==> config.mk <==
export PLATFORM = sky130hd
export DESIGN_NAME = video_timing_gen
export DESIGN_NICKNAME = d
export VERILOG_FILES = /design/src/rtl/video_timing_gen.sv
export SDC_FILE = /design/constraint.sdc
export NUM_CORES = 1
export LEC_CHECK = 0
export BUFFER_PORTS_ARGS = -buffer_cell sky130_fd_sc_hd__buf_2
export CORE_ASPECT_RATIO = 1.4
export CORE_MARGIN = 1.5
export CORE_UTILIZATION = 47
export DETAILED_ROUTE_END_ITERATION = 8
export GPL_TIMING_DRIVEN = 1
export PLACE_DENSITY = 0.88
export SYNTH_ARGS = -nofsm -noshare
export SYNTH_HDL_FRONTEND = slang
export SYNTH_SLANG_ARGS = --single-unit
==> constraint.sdc <==
create_clock -name clk -period 1.9 [get_ports clk]
set_input_delay 0.38 -clock clk [delete_from_list [all_inputs] [get_ports clk]]
set_output_delay 0.38 -clock clk [all_outputs]
set_load 0.1 [all_outputs]
==> src/rtl/video_timing_gen.sv <==
// -----------------------------------------------------------------------------
// video_timing_gen
//
// Raster timing generator for the HDMI output path. Walks a horizontal and a
// vertical counter over the full raster and produces the per-channel inputs of
// three TMDS encoders:
//   - video data (vd_r/vd_g/vd_b) and the video-data-enable (vde)
//   - control data (cd_r/cd_g/cd_b), with {vsync, hsync} carried on cd_b
// During the active area one RGB pixel per clock is pulled from the upstream
// stream through a valid/ready handshake. The raster never stalls: a missing
// pixel is replaced by UNDERFLOW_COLOR and counted as an underflow.
//
// Ports
//   clk              pixel clock
//   rst              synchronous, active-high reset
//   pix_data[23:0]   upstream pixel {R, G, B}
//   pix_valid        pix_data valid
//   pix_ready        pixel accepted this cycle if pix_valid (combinational)
//   frame_start      pulse on the first active pixel slot of a frame (comb.)
//   vd_r/vd_g/vd_b   encoder video data (registered)
//   cd_r/cd_g/cd_b   encoder control data (registered)
//   vde              encoder video-data enable (registered)
//   underflow_frame  sticky per-frame underflow flag (registered)
//   underflow_count  saturating total underflow count (registered)
// -----------------------------------------------------------------------------
module video_timing_gen #(
    parameter int          H_ACTIVE        = 640,
    parameter int          H_FP            = 16,
    parameter int          H_SYNC          = 96,
    parameter int          H_BP            = 48,
    parameter int          V_ACTIVE        = 480,
    parameter int          V_FP            = 10,
    parameter int          V_SYNC          = 2,
    parameter int          V_BP            = 33,
    parameter logic        HSYNC_POL       = 1'b0,
    parameter logic        VSYNC_POL       = 1'b0,
    parameter logic [23:0] UNDERFLOW_COLOR = 24'h000000
) (
    input  logic        clk,
    input  logic        rst,
    input  logic [23:0] pix_data,
    input  logic        pix_valid,
    output logic        pix_ready,
    output logic        frame_start,
    output logic [7:0]  vd_r,
    output logic [7:0]  vd_g,
    output logic [7:0]  vd_b,
    output logic [1:0]  cd_r,
    output logic [1:0]  cd_g,
    output logic [1:0]  cd_b,
    output logic        vde,
    output logic        underflow_frame,
    output logic [15:0] underflow_count
);

    localparam int H_TOTAL = H_ACTIVE + H_FP + H_SYNC + H_BP;
    localparam int V_TOTAL = V_ACTIVE + V_FP + V_SYNC + V_BP;
    localparam int HW      = $clog2(H_TOTAL);
    localparam int VW      = $clog2(V_TOTAL);
    // One extra bit so that region bounds equal to the total (zero back
    // porch) still fit and compare correctly.
    localparam int HXW     = HW + 1;
    localparam int VXW     = VW + 1;

    localparam logic [HW-1:0]  H_LAST    = HW'(H_TOTAL - 1);
    localparam logic [VW-1:0]  V_LAST    = VW'(V_TOTAL - 1);
    localparam logic [HXW-1:0] H_ACT_X   = HXW'(H_ACTIVE);
    localparam logic [HXW-1:0] H_SYNC_SX = HXW'(H_ACTIVE + H_FP);
    localparam logic [HXW-1:0] H_SYNC_EX = HXW'(H_ACTIVE + H_FP + H_SYNC);
    localparam logic [VXW-1:0] V_ACT_X   = VXW'(V_ACTIVE);
    localparam logic [VXW-1:0] V_SYNC_SX = VXW'(V_ACTIVE + V_FP);
    localparam logic [VXW-1:0] V_SYNC_EX = VXW'(V_ACTIVE + V_FP + V_SYNC);

    // Raster counters
    logic [HW-1:0] h_q, h_d;
    logic [VW-1:0] v_q, v_d;

    // Registered encoder outputs and underflow accounting
    logic          vde_q, vde_d;
    logic [23:0]   vd_q, vd_d;
    logic [1:0]    cd_r_q, cd_r_d;
    logic [1:0]    cd_g_q, cd_g_d;
    logic [1:0]    cd_b_q, cd_b_d;
    logic          underflow_frame_q, underflow_frame_d;
    logic [15:0]   underflow_count_q, underflow_count_d;

    // Decoded raster state
    logic [HXW-1:0] h_ext;
    logic [VXW-1:0] v_ext;
    logic           active;
    logic           hsync_level;
    logic           vsync_level;
    logic           underflow_event;
    logic           at_origin;

    // Decode the current counter state into area, sync levels and handshake.
    always_comb begin
        h_ext           = {1'b0, h_q};
        v_ext           = {1'b0, v_q};
        active          = (h_ext < H_ACT_X) && (v_ext < V_ACT_X);
        at_origin       = (h_q == {HW{1'b0}}) && (v_q == {VW{1'b0}});
        if ((h_ext >= H_SYNC_SX) && (h_ext < H_SYNC_EX)) begin
            hsync_level = HSYNC_POL;
        end else begin
            hsync_level = ~HSYNC_POL;
        end
        if ((v_ext >= V_SYNC_SX) && (v_ext < V_SYNC_EX)) begin
            vsync_level = VSYNC_POL;
        end else begin
            vsync_level = ~VSYNC_POL;
        end
        // While rst is high the counters sit at the origin; masking with rst
        // keeps the handshake quiet until the raster actually starts.
        pix_ready       = active && !rst;
        frame_start     = at_origin && !rst;
        underflow_event = active && !pix_valid;
    end

    // Next-state logic for the counters and the registered outputs.
    always_comb begin
        h_d = h_q;
        v_d = v_q;
        if (h_q == H_LAST) begin
            h_d = {HW{1'b0}};
            if (v_q == V_LAST) begin
                v_d = {VW{1'b0}};
            end else begin
                v_d = v_q + VW'(1);
            end
        end else begin
            h_d = h_q + HW'(1);
        end

        vde_d  = active;
        cd_r_d = 2'b00;
        cd_g_d = 2'b00;
        cd_b_d = {vsync_level, hsync_level};

        if (active && pix_valid) begin
            vd_d = pix_data;
        end else if (active) begin
            vd_d = UNDERFLOW_COLOR;
        end else begin
            vd_d = 24'h000000;
        end

        if (underflow_event && (underflow_count_q != 16'hFFFF)) begin
            underflow_count_d = underflow_count_q + 16'd1;
        end else begin
            underflow_count_d = underflow_count_q;
        end

        // A missing first pixel of a frame must still flag that frame, so
        // setting takes priority over the frame_start clear.
        if (underflow_event) begin
            underflow_frame_d = 1'b1;
        end else if (frame_start) begin
            underflow_frame_d = 1'b0;
        end else begin
            underflow_frame_d = underflow_frame_q;
        end
    end

    // State registers with synchronous reset.
    always_ff @(posedge clk) begin
        if (rst) begin
            h_q               <= {HW{1'b0}};
            v_q               <= {VW{1'b0}};
            vde_q             <= 1'b0;
            vd_q              <= 24'h000000;
            cd_r_q            <= 2'b00;
            cd_g_q            <= 2'b00;
            cd_b_q            <= {~VSYNC_POL, ~HSYNC_POL};
            underflow_frame_q <= 1'b0;
            underflow_count_q <= 16'h0000;
        end else begin
            h_q               <= h_d;
            v_q               <= v_d;
            vde_q             <= vde_d;
            vd_q              <= vd_d;
            cd_r_q            <= cd_r_d;
            cd_g_q            <= cd_g_d;
            cd_b_q            <= cd_b_d;
            underflow_frame_q <= underflow_frame_d;
            underflow_count_q <= underflow_count_d;
        end
    end

    assign vd_r            = vd_q[23:16];
    assign vd_g            = vd_q[15:8];
    assign vd_b            = vd_q[7:0];
    assign cd_r            = cd_r_q;
    assign cd_g            = cd_g_q;
    assign cd_b            = cd_b_q;
    assign vde             = vde_q;
    assign underflow_frame = underflow_frame_q;
    assign underflow_count = underflow_count_q;

endmodule

# After elaboration in Yosys (flattened, before gate mapping)
# Cells that the tools add are included.
dict set report totals {
  ff_bits 64
  latch_bits 0
  ramBits 0
  romBits 0
  in_bits 27
  out_inout_bits 50
  elab_cells 41
  mem_count 0
}
dict set report classes {
  n_addsub 3
  multipliers 0
  div_mod_pow 0
  n_lt_le_gt_ge 6
  eq_ne 3
  shift 0
  muxes 5
  bitwise_logic 1
  reduce_logical 16
}
# op n
set ops {}
lappend ops {{$add 10x1->10 const B} 2}
lappend ops {{$eq 10x10->1 const B} 2}
lappend ops {{$logic_not 10->1} 2}
lappend ops {{$lt 10x10->1 const B} 2}
lappend ops {{$lt 10x9->1 const B} 2}
lappend ops {{$add 16x1->16 const B} 1}
lappend ops {{$ne 16x16->1 const B} 1}
lappend ops {{$ge 10x10->1 const B} 1}
lappend ops {{$ge 10x9->1 const B} 1}
lappend ops {{$mux 10} 1}
lappend ops {{$logic_and 1x1->1} 9}
lappend ops {{$mux 1} 4}
lappend ops {{$reduce_or 2->1} 2}
lappend ops {{$logic_not 1->1} 2}
lappend ops {{$reduce_bool 2->1} 1}
lappend ops {{$not 1->1} 1}

# Depth between registers and ports, before layout
# Gate-level depths: netlist of the first run.
dict set report logic_depth {
  ltp_word 5
  mapped_depth 6
}

# Worst setup path before layout of the first run
# Ideal clock, no wire load.
dict set report synth_timing {
  path_kind {flip-flop to flip-flop}
  start {register underflow_count_q[0] (netlist: underflow_count[0])}
  end {register underflow_count_q[0] (netlist: underflow_count[0])}
  arrival_time_ps 2661
  required_ps 1779
  slack_ps -881
  path_stages_with_launch 6
  n_path_buf 0
  synth_period_minus_slack_ps 2781
  cell_sequence {dfxtp_1 ha_1 nand3_1 nor4_1 a21oi_1 mux2_2}
}
dict set report synth_between {
  elab_chain_cells 2
  word_cells_on_any_way 3
  cone_classes {add/sub: 1; eq/ne: 1; reduce/logical: 1}
}
# item line
set synth_rtl {}
lappend synth_rtl {{start, declared} 85} ;# logic [15:0] underflow_count_q, underflow_count_d;
lappend synth_rtl {{start signal, assigned} 185} ;# underflow_count_q <= underflow_count_d;
lappend synth_rtl {{branches (longest 2 deep; another with $add 16x1->16)} n/a}
# Parallel ways; which one is timed is not known.
# A chain may end at the register's enable or synchronous reset.

# Worst setup path in the final report of the first run
dict set report layout_timing {
  start {register h_q[0]}
  end {output frame_start}
}
dict set report layout_between {
  elab_chain_cells 3
}
# item line
set layout_rtl {}
lappend layout_rtl {{start, declared} 75} ;# logic [HW-1:0] h_q, h_d;
lappend layout_rtl {{start signal, assigned} 167} ;# h_q <= {HW{1'b0}};
lappend layout_rtl {{$logic_not 10->1} 101} ;# at_origin = (h_q == {HW{1'b0}}) && (v_q == {VW{1'b0}});
lappend layout_rtl {{$logic_and 1x1->1} 101}
lappend layout_rtl {{$logic_and 1x1->1} 115} ;# frame_start = at_origin && !rst;
lappend layout_rtl {{end, declared} 44} ;# output logic frame_start,
# Every way passes these cells.

==> results of run 1 <==
registers in the layout, indices dropped and copies added, names as in the netlist:
signal	cells
cd_b	2
h_q	10
underflow_count	16
underflow_frame	1
v_q	10
vd_q	24
vde	1
placed cells by master (no fill, tap or decap), types with 4 or more instances in the layout:
cell        n
a2111oi_2   4
a211oi_1    6
a21oi_1     4
and3_1     29
buf_2      70
buf_4      29
clkbuf_8   10
conb_1      4
dfxtp_1    42
dfxtp_2     7
dfxtp_4    15
inv_1      10
mux2_2     13
nand2_1    14
nand3_1    12
nand4_1    12
nor2_1     32
nor2b_1    14
nor3_1      7
nor4_1      4
xnor2_1     7
xor2_1      5
cell type report:
cell class	count	area (µm²)	area share
flip-flops and latches	64	1350	0.341
clock buffers	12	166	0.0421
repair buffers	104	651	0.165
clock inverters	4	51.3	0.0130
well taps	70	87.6	0.0222
inverters	12	47.5	0.0120
multi-input cells	215	1600	0.405
power by group through the flow:
stage	Clock (mW)	Combinational, mW	Sequential [mW]
2_1_floorplan	0	0.148	1.61
3_3_place_gp	0	0.445	1.40
3_5_place_dp	0	0.454	1.41
4_1_cts	1.26	0.472	1.38
5_1_grt	1.33	0.498	1.38
6_report	1.25	0.479	1.38
routing by layer:
metal | vias to the layer above | GRT usage
li1 | 1287 | -
met1 | 1299 | 0.256
met2 | 118 | 0.434
met3 | 34 | 0.0540
met4 | 0 | 0.158
met5 | - | 0
synth_stat cells (all sizes together):
cell     instances  area share
conb             1      0.0013
nor4b            1      0.0031
a21oi            7       0.013
clkbuf          11       0.015
dfxtp           64        0.46
and4             3      0.0094
xnor2            7       0.022
nand2           16       0.022
and2             2      0.0045
o21ai            5      0.0090
and3            30       0.067
or3              4       0.011
a211oi           6       0.016
buf              6       0.019
nor2b           14       0.031
mux2            13       0.052
and4b            1      0.0036
nand3b           1      0.0027
a41o             1      0.0036
nor4             6       0.013
or4              3      0.0081
nor2            33       0.044
nand3           13       0.023
xor2             5       0.016
a221oi           1      0.0031
or2              1      0.0022
a41oi            1      0.0031
mux2i            1      0.0036
nor4bb           1      0.0036
nand4           13       0.031
inv             12       0.016
ha               5       0.022
o31ai            3       0.013
a2111oi          6       0.019
nor3             8       0.014
cell families (layout without fill, tap and decap cells):
group                      count (synthesis)  in the layout
AOI/OAI and AO/OA                         30             30
xor gates and xnor gates                  12             12
muxes                                     14             14
DFF                                       64             64
buffers and inverters                     29            132
other                                      1              4
adders and majority gates                  5              5
and+or+nand+nor                          150            150
worst max-delay path by stage:
| stage | start | endpoint |
|---|---|---|
| after floorplan | underflow_count[1] | underflow_count[0] |
| after global placement | h_q[1] | v_q[8] |
| after detailed placement | h_q[1] | v_q[6] |
| after global routing | h_q[0] | frame_start |
| after CTS | h_q[0] | frame_start |
| final | h_q[0] | frame_start |
repair_timing:
item                       CTS  global route
resized for setup           14            20
setup endpoints to repair    4            10
hold buffers                 0             0
setup buffers                3             1
pin swaps                    4             8
==> summary.txt, run 1 <==
status = finished with violations
failing checks = negative setup slack
Sw Pwr = 0.910 mW
combinational family with the most area after synthesis = simple AND/OR/NAND/NOR gates
Largest delay share family, worst path = simple AND/OR/NAND/NOR gates
Buffers & Inverters on Critical Path = 3
WP data arrival = 1680 ps
CTS tree = done
xor and xnor fraction of the mapped netlist area = 0.0376
core area = 5780 µm²
Post-Place Cells = 461
drt drc = 0
min cycle time layout = 2060 ps
H-tree depth = 3
Worst-path clk slew = 70 ps
switching portion of total power = 0.293
FILL cells = 417
pre-CTS WS = -18.8 ps
placed instance area = 3570 µm²
io pins = 77
Final Skew = 11.0 ps
Setup CP Type = reg -> out
sequential share of the synthesized area = 0.459
vias in the first global route = 2,675
Top Metal Used = met4
Cells after Synth = 305
clock share of power = 0.403
Buffers on Ports = 72
mux cell area share after synthesis = 0.0560
Synth Warn # = 0
CTS buffer count = 9
hold path depth = 2
kind of end point of the critical path = primary output
Post-DP HPWL = 5320 µm
setup TNS = -162 ps
Yosys cell types = 40
die boundary height = 94.2 µm
RR Startpoint = v_q[6]
final hold viol count = 0
Max Clk Rate = 0.485 GHz
setup slack, reg-to-reg = 20 ps
slew margin rel. = 0.653
Synth Area in Compound Gates = 0.0793
Hold Path Class = in -> reg
fraction of layout cells with a size suffix above 1 = 0.453
n_diodes = 0
Startpoint Class = flop
post-route ant nets = 0
Power Dens Cells = 787 nW/µm²
final std cell area, no fill = 3950 µm²
Hold Startpoint = pix_data[5]
Die W = 68.1 µm
gr ovfl total = 0
worst reg2reg path depth = 6
WHS = 261 ps
first-pass GRT wire length = 12,000 µm
Final setup viols = 1
post-layout util = 0.683
Hold EP = vd_q[5]
Via-to-Cell Ratio = 5.69
maxcap violations = 0
Post-Synth Adder-Cell Area = 0.0224
mapped cell area = 2790 µm²
initial antenna violation count = 0
initial DRC count = 170
clk buf depth = 2
Post-Route WL = 7810 µm
P_int = 2.20 mW
GPL Wtd Cong = 0.883
M1 wire length = 2780 µm
GR Util All Layers = 0.248
Final Slew Violations = 0
WL met3 = 339 µm
Post-Layout Cell Count = 481
Starting Density = 0.483
slowest CP cell = dfxtp_2
Logic pwr share = 0.154
register bit total from synthesis = 64
Required @ worst endpoint = 1520 ps
met2 WL = 4340 µm
RSZ-0062 raised after global routing = true
Routed wire per std cell = 16.2 µm
Worst-Margin Slew = 523 ps
Detailed Routing Iterations Pass 1 = 4
sequential power share = 0.443
CP cell instances = buf_6 > inv_4 > ha_4 > nor4b_4 > nand4_1 > nor2_4 > buf_12
Via Count = 2,738
die area = 6420 µm²
Pleak = 1.76 nW
Final WS setup = -162 ps
largest net degree at the start of global routing = 33
part of the cycle the worst path needs = 1.09
Worst path depth = 7
CTS Sinks = 64
reg2reg end = underflow_count[8]
Worst VDD drop = 0.570 mV
Slowest Stage Delay on Critical Path = 320 ps
total power = 3.11 mW
worst-path maximum fanout = 2
Syn Area/Cell = 9.16 µm²
P&R area growth vs syn = 41.4%
cell row count = 33
Layout Nets = 438
clock latency at the later pin of the worst-skew pair = 340 ps
clock root buffer = clkbuf_8
Post-Synth Simple-Gate Area = 0.295
(Power assumes the default switching activity.)
==> run 2: changes to the inputs <==
--- a/config.mk
+++ b/config.mk
@@ -11,7 +11,7 @@
 export CORE_UTILIZATION = 47
 export DETAILED_ROUTE_END_ITERATION = 8
 export GPL_TIMING_DRIVEN = 1
-export PLACE_DENSITY = 0.88
+export PLACE_DENSITY = 0.76
 export SYNTH_ARGS = -nofsm -noshare
 export SYNTH_HDL_FRONTEND = slang
 export SYNTH_SLANG_ARGS = --single-unit
==> summary.txt, run 2 (synthesized netlist as in run 1, its figures left out) <==
status = finished with violations
failing checks = negative setup slack
setup TNS = -149 ps
Worst-path clk slew = 70 ps
Worst VDD drop = 0.477 mV
clk buf depth = 2
first-pass GRT wire length = 11,100 µm
GPL Wtd Cong = 0.901
vias in the first global route = 2,484
number of flip-flops in the largest register = 24
total power = 3.13 mW
initial antenna violation count = 0
Worst path depth = 7
Starting Density = 0.483
Routed wire per std cell = 14.6 µm
hold path depth = 2
Hold Startpoint = pix_data[23]
Post-DP HPWL = 5050 µm
Buffers & Inverters on Critical Path = 3
Detailed Routing Iterations Pass 1 = 4
CP cell instances = buf_6 > inv_4 > ha_4 > nor4b_4 > nand4_1 > nor2_4 > buf_12
GR Util All Layers = 0.229
Largest delay share family, worst path = simple AND/OR/NAND/NOR gates
Max Clk Rate = 0.488 GHz
Startpoint Class = flop
WP data arrival = 1670 ps
fraction of layout cells with a size suffix above 1 = 0.462
slowest CP cell = dfxtp_2
Buffers on Ports = 72
Via Count = 2,693
clock latency at the later pin of the worst-skew pair = 340 ps
H-tree depth = 3
RSZ-0062 raised after global routing = true
RR Startpoint = h_q[7]
drt drc = 0
Setup CP Type = reg -> out
worst-path maximum fanout = 2
CTS Sinks = 64
Post-Route WL = 7150 µm
pre-CTS WS = -71.6 ps
Final Slew Violations = 0
clock root buffer = clkbuf_8
core area = 5780 µm²
initial DRC count = 251
worst reg2reg path depth = 4
Largest Register = vd_q
reg2reg end = v_q[6]
Hold EP = vd_q[23]
Final Skew = 3.40 ps
setup slack, reg-to-reg = 20 ps
gr ovfl total = 0
part of the cycle the worst path needs = 1.08
n_diodes = 0
kind of end point of the critical path = primary output
placed instance area = 3610 µm²
Layout Nets = 447
die boundary height = 94.2 µm
Via-to-Cell Ratio = 5.50
final hold viol count = 0
Power Dens Cells = 785 nW/µm²
Final WS setup = -149 ps
most frequent cells in the layout = buf_2 (70), dfxtp_1 (40), buf_4 (39), nor2_1 (32), and3_1 (30)
cell row count = 33
final std cell area, no fill = 3990 µm²
CTS buffer count = 9
io pins = 77
die area = 6420 µm²
Final setup viols = 1
Die W = 68.1 µm
CTS tree = done
post-layout util = 0.689
Required @ worst endpoint = 1520 ps
P&R area growth vs syn = 42.7%
Hold Path Class = in -> reg
post-route ant nets = 0
maxcap violations = 0
min cycle time layout = 2050 ps
Pleak = 1.81 nW
Slowest Stage Delay on Critical Path = 330 ps
largest net degree at the start of global routing = 25
most common cell after layout, fill and taps aside = buf_2
-- run 2: how the worst max path moves through the flow --
stage / from / endpoint / slack (ps)
detailed placement: h_q[7] / underflow_count[4] / -70
finish: h_q[0] / frame_start / -150
global placement: h_q[7] / underflow_count[5] / -20
floorplan: underflow_count[1] / underflow_count[0] / -70
global route: h_q[0] / frame_start / -220
CTS: h_q[0] / frame_start / -130
-- run 2: area by class of cell --
cell class	count	area [µm²]
well taps	70	87.6
inverters	12	47.5
clock inverters	5	61.3
repair buffers	113	706
fillers	444	1800
flip-flops and latches	64	1350
multi-input cells	215	1570
clock buffers	11	163
-- run 2: metrics by stage --
step | std cells | hold slack [ps]
floorplan | 308 | 413
global placement | 468 | 470
detailed placement | 468 | 467
CTS | 486 | 257
global route | 490 | 261
finish | 490 | 266
-- run 2: report_power, final --
part           switching, mW  internal (mW)  total [mW]
combinational          0.356          0.118       0.474
clock                  0.554          0.726        1.28
sequential            0.0184           1.36        1.37
total                  0.928           2.20        3.13
-- run 2: layer usage --
layer,global-route usage,share of wire
met5,0,0
met2,0.378,0.54
met1,0.259,0.39
met3,0.0624,0.046
met4,0.128,0.030
-- run 2: repair_timing --
item / 4_1_cts / 5_1_grt
pin swaps: 3 / 9
resized for setup: 14 / 17
gates cloned: 0 / 0
setup buffers: 2 / 4
hold buffers: 0 / 0
endpoints found under the setup margin: 12 / 6
==> run 3: changes to the inputs <==
==> config.mk (replaced) <==
export PLATFORM = sky130hd
export DESIGN_NAME = video_timing_gen
export DESIGN_NICKNAME = d
export VERILOG_FILES = /design/src/rtl/video_timing_gen.sv
export SDC_FILE = /design/constraint.sdc
export NUM_CORES = 1
export LEC_CHECK = 0
export CORE_ASPECT_RATIO = 1.4
export CORE_MARGIN = 1.5
export CORE_UTILIZATION = 56
export DETAILED_ROUTE_END_ITERATION = 8
export DONT_BUFFER_PORTS = 1
export GPL_TIMING_DRIVEN = 1
export PLACE_DENSITY = 0.74
export SKIP_LAST_GASP = 1
export SYNTH_ARGS = -nofsm -noshare
export SYNTH_HDL_FRONTEND = slang
export SYNTH_SLANG_ARGS = --single-unit
==> summary.txt, run 3 (synthesized netlist as in run 1, its figures left out) <==
status = finished with violations
failing checks = negative setup slack
Sw Pwr = 0.901 mW
number of flip-flops in the largest register = 24
CTS tree = done
M1 GR Usage = 0.268
vias in the first global route = 2,461
die boundary height = 86.6 µm
RSZ-0062 raised after global routing = true
P_int = 1.98 mW
CP cell instances = buf_4 > nor3_1 > nand4_1 > nor2_4 > buf_12
Via Count = 2,584
pre-CTS WS = -31.3 ps
Final setup viols = 3
largest net degree at the start of global routing = 39
slew margin rel. = 0.618
Via-to-Cell Ratio = 5.74
GR Util All Layers = 0.264
clock latency at the later pin of the worst-skew pair = 340 ps
cell row count = 30
final hold viol count = 0
Max Clk Rate = 0.497 GHz
GRT met3 Usage = 0.0740
min cycle time layout = 2010 ps
Power Dens Cells = 744 nW/µm²
Logic pwr share = 0.154
clock root buffer = clkbuf_8
drt drc = 0
fraction of layout cells with a size suffix above 1 = 0.417
Required @ worst endpoint = 1520 ps
maxcap violations = 0
CTS Sinks = 64
CTS buffer count = 9
Slowest Stage Delay on Critical Path = 330 ps
post-layout util = 0.798
Detailed Routing Iterations Pass 1 = 4
WP data arrival = 1630 ps
GPL Wtd Cong = 0.945
Worst VDD drop = 0.576 mV
Routed wire per std cell = 16.1 µm
kind of end point of the critical path = primary output
clock share of power = 0.368
grt met2 use = 0.483
Largest delay share family, worst path = simple AND/OR/NAND/NOR gates
die area = 5430 µm²
Post-Place Cells = 423
Buffers on Ports = 0
Final Skew = 5.84 ps
Starting Density = 0.577
first-pass GRT wire length = 11,200 µm
Final WS setup = -111 ps
worst-path maximum fanout = 7
Post-Route WL = 7230 µm
io pins = 77
Buffers & Inverters on Critical Path = 2
Reg area = 1350 µm²
initial antenna violation count = 0
final std cell area, no fill = 3870 µm²
most common cell after layout, fill and taps aside = buf_4
n_diodes = 0
slowest CP cell = dfxtp_1
Largest Register = vd_q
total power = 2.88 mW
gr ovfl total = 0
placed instance area = 3490 µm²
Layout Nets = 413
Die W = 62.7 µm
part of the cycle the worst path needs = 1.06
core area = 4840 µm²
Startpoint Class = flop
post-route ant nets = 0
clk buf depth = 2
Final Slew Violations = 0
Post-DP HPWL = 4800 µm
Pleak = 1.66 nW
sequential power share = 0.477
Hold Path Class = in -> reg
Worst-Margin Slew = 569 ps
switching portion of total power = 0.313
cts-stage hold buffer count = 0
initial DRC count = 213
H-tree depth = 3
P&R area growth vs syn = 38.4%
Setup CP Type = reg -> out
GRT busiest layer = met2
Worst-path clk slew = 70 ps
multi-input logic area = 1570 µm²
Post-Layout Cell Count = 450
FILL cells = 302
most frequent cells in the layout = buf_4 (75), dfxtp_1 (41), nor2_1 (32), and3_1 (30)
## run 3: final cells by class
cell class	count	share of cell area
multi-input combinational	215	0.406
sequential	64	0.349
timing repair buffer	79	0.165
clock buffer	10	0.0356
tap	64	0.0207
inverter	12	0.0123
clock inverter	6	0.0113
## run 3: routing by layer
| layer | vias up | wire length [µm] |
|---|---|---|
| li1 | 1237 | - |
| met4 | 0 | 254 |
| met3 | 32 | 395 |
| met1 | 1214 | 2660 |
| met2 | 101 | 3930 |
| met5 | - | 0 |
## run 3: power by group through the flow
stage	Combinational, mW	Sequential, mW	Clock, mW
after global placement	0.411	1.40	0
final	0.443	1.37	1.06
after detailed placement	0.417	1.41	0
after floorplan	0.148	1.61	0
after global routing	0.460	1.38	1.14
after CTS	0.436	1.37	1.08
## run 3: worst reg2reg max path, delay by kind of cell (launching register included)
kind               cells  cell delay [ps]
AOI/OAI and AO/OA      1              170
DFF                    1              490
and+or+nand+nor        3             1180
## run 3: final timing paths
check             startpoint  slack (ps)  depth (start not counted)     endpoint
hold reg to reg       v_q[1]         490                          1      cd_b[1]
hold / removal           rst         110                          1       h_q[6]
setup / recovery      h_q[5]        -110                          5  frame_start
setup reg to reg      v_q[3]         -10                          4       v_q[7]
## run 3: repair_timing
action,4_1_cts,5_1_grt
buffers inserted,3,8
endpoints found under the setup margin,11,14
pin swaps,6,8
hold endpoints to repair,0,0
gates resized for setup,15,15
cloned,0,0
## run 3: per-stage QoR
step	TNS, ps	hold slack [ps]
finish	-189	105
global route	-508	90.8
CTS	-214	89.3
detailed placement	-75.0	459
global placement	0	453
floorplan	-247	413
